===== src/rtl/leaf_vote_collector.sv =====
// rtl/leaf_vote_collector.sv - maps per-tree leaf indices to classes, tallies votes, emits majority class
module leaf_vote_collector #(
  parameter int NUM_TREES = 3,
  parameter int IDX_W     = 4,
  parameter int CLASS_W   = 2,
  parameter int TREE_W    = 2,
  parameter int CNT_W     = 2
) (
  input  logic                       clk,
  input  logic                       rst,
  input  logic [NUM_TREES*IDX_W-1:0] leafIdx,
  input  logic [NUM_TREES-1:0]       leafVal,
  output logic [NUM_TREES-1:0]       leafRec,
  input  logic                       tblWe,
  input  logic [TREE_W-1:0]          tblTree,
  input  logic [IDX_W-1:0]           tblIdx,
  input  logic [CLASS_W-1:0]         tblClass,
  output logic [CLASS_W-1:0]         classOut,
  output logic [CNT_W-1:0]           voteCnt,
  output logic                       classVal,
  input  logic                       classRec,
  output logic [15:0]                sampleCnt
);

  localparam int NUM_CLASSES = 2 ** CLASS_W;
  localparam int NUM_LEAVES  = 2 ** IDX_W;

  typedef enum logic [1:0] {
    ST_COLLECT = 2'd0,
    ST_TALLY   = 2'd1,
    ST_DECIDE  = 2'd2,
    ST_OUT     = 2'd3
  } state_t;

  state_t state;
  state_t state_nxt;

  logic [NUM_TREES-1:0] got;
  logic [IDX_W-1:0]     cap   [NUM_TREES];
  logic [CLASS_W-1:0]   tbl   [NUM_TREES][NUM_LEAVES];
  logic [CNT_W-1:0]     votes [NUM_CLASSES];
  logic [TREE_W-1:0]    t;

  logic [NUM_TREES-1:0] accept;
  logic                 all_in;
  logic                 last_tree;
  logic                 xfer;
  logic [CLASS_W-1:0]   tally_class;
  logic [CLASS_W-1:0]   best_class;
  logic [CNT_W-1:0]     best_cnt;

  assign accept      = leafVal & leafRec;
  // A sample is complete once every tree has either been captured earlier or is captured now
  assign all_in      = &(got | accept);
  assign last_tree   = (32'(t) == NUM_TREES - 1);
  assign xfer        = (state == ST_OUT) && classVal && classRec;
  // Combinational table read; a same-edge write lands after this read is consumed
  assign tally_class = tbl[t][cap[t]];

  // Argmax over vote counters; strict compare keeps the lowest class on ties
  always_comb begin
    best_class = '0;
    best_cnt   = votes[0];
    for (int c = 1; c < NUM_CLASSES; c++) begin
      if (votes[c] > best_cnt) begin
        best_class = CLASS_W'(c);
        best_cnt   = votes[c];
      end
    end
  end

  // State register
  always_ff @(posedge clk or negedge rst) begin
    if (!rst) state <= ST_COLLECT;
    else      state <= state_nxt;
  end

  // Next-state logic
  always_comb begin
    state_nxt = state;
    case (state)
      ST_COLLECT: if (all_in) state_nxt = ST_TALLY;
      ST_TALLY:   if (last_tree) state_nxt = ST_DECIDE;
      ST_DECIDE:  state_nxt = ST_OUT;
      ST_OUT:     if (xfer) state_nxt = ST_COLLECT;
      default:    state_nxt = ST_COLLECT;
    endcase
  end

  // Per-tree ready: only while collecting and only for trees not yet captured
  always_comb begin
    leafRec = '0;
    if (rst && (state == ST_COLLECT)) leafRec = ~got;
  end

  // Leaf capture, vote accumulation, decision and output handshake
  always_ff @(posedge clk or negedge rst) begin
    if (!rst) begin
      got       <= '0;
      t         <= '0;
      classOut  <= '0;
      voteCnt   <= '0;
      classVal  <= 1'b0;
      sampleCnt <= '0;
      for (int i = 0; i < NUM_TREES; i++) cap[i] <= '0;
      for (int c = 0; c < NUM_CLASSES; c++) votes[c] <= '0;
    end else begin
      case (state)
        ST_COLLECT: begin
          for (int i = 0; i < NUM_TREES; i++) begin
            if (accept[i]) begin
              cap[i] <= leafIdx[i*IDX_W +: IDX_W];
              got[i] <= 1'b1;
            end
          end
          if (all_in) t <= '0;
        end
        ST_TALLY: begin
          if (votes[tally_class] != '1)
            votes[tally_class] <= votes[tally_class] + CNT_W'(1);
          t <= last_tree ? '0 : t + TREE_W'(1);
        end
        ST_DECIDE: begin
          classOut <= best_class;
          voteCnt  <= best_cnt;
          classVal <= 1'b1;
        end
        ST_OUT: begin
          if (xfer) begin
            classVal  <= 1'b0;
            got       <= '0;
            sampleCnt <= sampleCnt + 16'd1;
            for (int c = 0; c < NUM_CLASSES; c++) votes[c] <= '0;
          end
        end
        default: ;
      endcase
    end
  end

  // Leaf-to-class table; writes to a nonexistent tree are dropped
  always_ff @(posedge clk or negedge rst) begin
    if (!rst) begin
      for (int i = 0; i < NUM_TREES; i++)
        for (int l = 0; l < NUM_LEAVES; l++)
          tbl[i][l] <= '0;
    end else if (tblWe && (32'(tblTree) < NUM_TREES)) begin
      tbl[tblTree][tblIdx] <= tblClass;
    end
  end

endmodule


===== config.mk =====
export PLATFORM = sky130hd
export DESIGN_NAME = leaf_vote_collector
export DESIGN_NICKNAME = d
export VERILOG_FILES = /design/src/rtl/leaf_vote_collector.sv
export SDC_FILE = /design/constraint.sdc
export NUM_CORES = 1
export LEC_CHECK = 0
export ABC_CLOCK_PERIOD_IN_PS = 3400
export BUFFER_PORTS_ARGS = -buffer_cell sky130_fd_sc_hd__buf_2
export CAP_MARGIN = 20
export CORE_UTILIZATION = 30
export CTS_BUF_LIST = sky130_fd_sc_hd__clkbuf_16
export DETAILED_ROUTE_END_ITERATION = 6
export GPL_ROUTABILITY_DRIVEN = 0
export MAX_ROUTING_LAYER = met4
export SYNTH_ARGS = -nofsm -noshare
export SYNTH_HDL_FRONTEND = slang
export SYNTH_SLANG_ARGS = --single-unit

===== constraint.sdc =====
create_clock -name clk -period 3.4 [get_ports clk]
set_input_delay 0.68 -clock clk [delete_from_list [all_inputs] [get_ports clk]]
set_output_delay 0.68 -clock clk [all_outputs]
set_load 0.05 [all_outputs]

==> impl_metrics.py <==
metrics = {
    "timing": {
        "max_slew_margin_pct": 40.8,
        "drv_slew": 0,
        "min_period_ps": 3260,
        "finalSetupViolCount": 0,
        "worst_pin_slew_ps": 888,
        "fin_crit_sh_pct": 95.9,
        "fin_hold_ws_ps": 48.1,
        "hold_violations": 0,
        "clock.fmax_mhz": 307,
        "skew_ps": 8.57,
    },
    "detailed_routing": {
        "top_layer_used": "met4",
        "wl_per_cell_um": 15.8,
        "met1Wirelength_um": 8140,
        "drtAntennaViolNets": 0,
        "drc": 0,
        "wl_met3_um": 558,
        "first_pass_iters": 4,
        "drt_iter0_markers": 254,
        "vias": 5098,
        "wl_met2_um": 7720,
        "wl_um": 16500,
        "vias_per_cell": 4.87,
    },
    "global_routing": {
        "grt_max_degree": 142,
        "grt_remaining_overflow": 0,
        "grt_pass1_wl_um": 26300,
        "grt_antenna_before_repair": 0,
        "grt_usage_pct": 13.4,
        "grt_pass1_vias": 4992,
    },
    "pwr": {
        "p_leak_uw": 0.00406,
        "powerDensity_nw_per_um2": 865,
        "ir_worst_vdd_mv": 0.430,
    },
    "setup_path": {
        "reg2reg_to": "votes[1]$_DFFE_PN0P_",
        "cp-startpoint": "t[0]$_DFFE_PN0P_",
        "cp_cell_sequence": "and2b_4, buf_12, nand2_1, o21ai_4, buf_12, mux2i_1, o22ai_2, buf_4, nor3_1, a21oi_2, mux2i_1, ha_2, nor3b_1, buf_4, and2_1, a31oi_1, o21ai_1",
        "slowest_stage": "dfrtp_2",
        "worstReg2RegStart": "t[0]$_DFFE_PN0P_",
        "critPathArrivalTime_ps": 3560,
        "end_kind": "register",
        "critical_path.max_stage_delay_ps": 440,
        "r2r_slack_ps": 140,
        "crit_end": "votes[1]$_DFFE_PN0P_",
        "critPathRequiredTime_ps": 3690,
        "crit_path_start_kind": "register",
        "rr_worst_depth": 17,
        "crit_type": "register to register",
        "crit_path_max_fanout": 7,
    },
    "final_layout": {
        "nets": 752,
        "fillCellCount": 2370,
        "area_growth_pct": 20.2,
        "final_util_pct": 36.7,
        "finalInstanceArea_sq_um": 8930,
        "layout-drive-gt1-share_pct": 35.6,
        "num_antenna_cells": 0,
    },
    "run": {
        "cap_violations": 0,
    },
    "synthesis": {
        "syn_area_sq_um": 7430,
        "yosysWarnings": 0,
        "netlist_top_cells_area": "dfrtp_1 48%, mux2_2 17%, mux2i_1 8.5%, o2bb2ai_1 3.8%, nand2_1 2.9%",
        "synth_seq_cells": 144,
        "async_flop_share_pct": 100,
        "synth_edf_count": 0,
        "yosysTopAreaCell": "dfrtp_1",
        "synth-xor-area-share_pct": 1.77,
        "yosys.area.top_type_share_pct": 48.5,
        "synth_compound_area_share_pct": 9.18,
        "yosysMostFrequentCell": "dfrtp_1",
        "synthAdderAreaFrac_pct": 2.69,
        "synthFlopType": "dfrtp_1",
        "synth_mux_area_share_pct": 25.3,
        "ys_seq_area_share_pct": 48.5,
        "syn_inst": 635,
        "synth_common_cells": "144 x dfrtp_1, 111 x mux2_2, 63 x mux2i_1, 57 x nand2_1, 44 x nor2_1",
        "synth_top_family_by_area": "multiplexers",
        "synth_nets": 678,
        "syn_area_per_cell_sq_um": 11.7,
        "synthSimpleGateAreaFrac_pct": 9.06,
        "synthDistinctLibCells": 48,
    },
    "clock_tree": {
        "cts_buffers": 17,
        "cts_num_sinks": 144,
        "clockRootBuffer": "clkbuf_16",
        "cts_max_path_buffers": 2,
        "clk_latency_ps": 420,
        "clk_pin_slew_ps": 60,
        "cts_tree": "done",
        "cts_max_level": 4,
    },
    "die": {
        "num_rows": 57,
        "dieArea_sq_um": 25400,
        "die_h_um": 159,
        "num_io_pins": 51,
        "die_x_um": 159,
        "start_util_pct": 30.6,
        "design.core.area_sq_um": 24300,
    },
    "outcome": {
        "outcome": "finished clean",
    },
    "place": {
        "placement.io_buffers": 50,
        "hpwlAfterDp_um": 10500,
        "dpl_cell_area_sq_um": 8040,
    },
    "worst_hold_path": {
        "hold_class": "input pin to async pin",
    },
}
==> worst min path at each step <==
stage	startpoint	slack, ps	endpoint	cells after the start
after global routing	rst	30	cap[5]$_DFFE_PN0P_	1
final	rst	50	cap[5]$_DFFE_PN0P_	1
after CTS	rst	30	cap[5]$_DFFE_PN0P_	1
after floorplan	rst	380	cap[0]$_DFFE_PN0P_	0
after global placement	sampleCnt[15]$_DFFE_PN0P_	460	sampleCnt[15]$_DFFE_PN0P_	1
after detailed placement	sampleCnt[15]$_DFFE_PN0P_	460	sampleCnt[15]$_DFFE_PN0P_	1
==> power breakdown <==
part	leakage (uW)	total (uW)	internal [uW]	switching [uW]
Sequential	0.00187	2300	2070	236
Clock	0.000275	1770	1010	760
Combinational	0.00191	3650	1690	1960
Total	0.00406	7730	4770	2960
==> per-layer routing <==
| layer | global-route usage [%] | up-vias |
|---|---|---|
| li1 | - | 2441 |
| met1 | 18.0 | 2570 |
| met2 | 20.6 | 81 |
| met3 | 3.20 | 6 |
| met4 | 3.02 | 0 |
| met5 | - | - |
==> placed cells by master (no fill, tap or decap), types with 6 or more instances in the layout <==
master,Yosys,routed
buf_12,1,8
mux2_2,111,111
nand2_1,57,57
ha_1,16,15
nor2_1,44,44
nand3_1,7,7
o2bb2ai_1,32,29
a21oi_1,14,10
buf_2,3,49
clkbuf_16,0,19
a31oi_1,16,16
mux2i_1,63,60
inv_1,16,17
nor3_1,11,8
buf_4,2,24
dfrtp_1,144,143
o21ai_1,6,6
xnor2_1,13,13
==> kinds of logic after synthesis <==
group                      Yosys count
DFF                                144
and+or+nand+nor                    149
adders and majority gates           16
buffers and inverters               46
AOI/OAI and AO/OA                   91
muxes                              174
xor gates and xnor gates            15
==> through the flow <==
step                      total power [uW]  worst slack [ps]  cells  setup TNS, ps
after floorplan                       4710               254    635              0
after global placement                5350               128    992              0
after detailed placement              5390               120    992              0
after CTS                             7190              93.4   1024              0
after global routing                  8220             -59.0   1046           -129
final                                 7730               139   1046              0
==> critical path, delay by kind of cell, from the launching register on <==
kind,cells,cell delay [ps]
and+or+nand+nor,5,890
buffers and inverters,4,620
AOI/OAI and AO/OA,5,590
DFF,1,440
muxes,2,410
adders and majority gates,1,190
==> area by class of cell <==
cell class | count | area, sq um | area share (%)
multi-input cells | 445 | 3640 | 40.8
flip-flops and latches | 144 | 3600 | 40.4
repair buffers | 85 | 658 | 7.37
clock buffers | 17 | 425 | 4.76
well taps | 324 | 405 | 4.54
clock inverters | 15 | 135 | 1.51
inverters | 16 | 60.1 | 0.672
==> sequential cells by signal, summed over array words and instances, names as in the netlist <==
name / flops
cap: 12
classOut: 2
classVal: 1
got: 3
sampleCnt: 16
state: 2
t: 2
tbl: 96
voteCnt: 2
votes: 8
==> what timing repair did <==
action	in CTS	in global routing
resized for setup	0	21
hold buffers	0	0
hold endpoints to repair	0	0
buffers inserted	0	20
endpoints found under the setup margin	0	4
No activity file was read; power rests on OpenSTA's default activity.
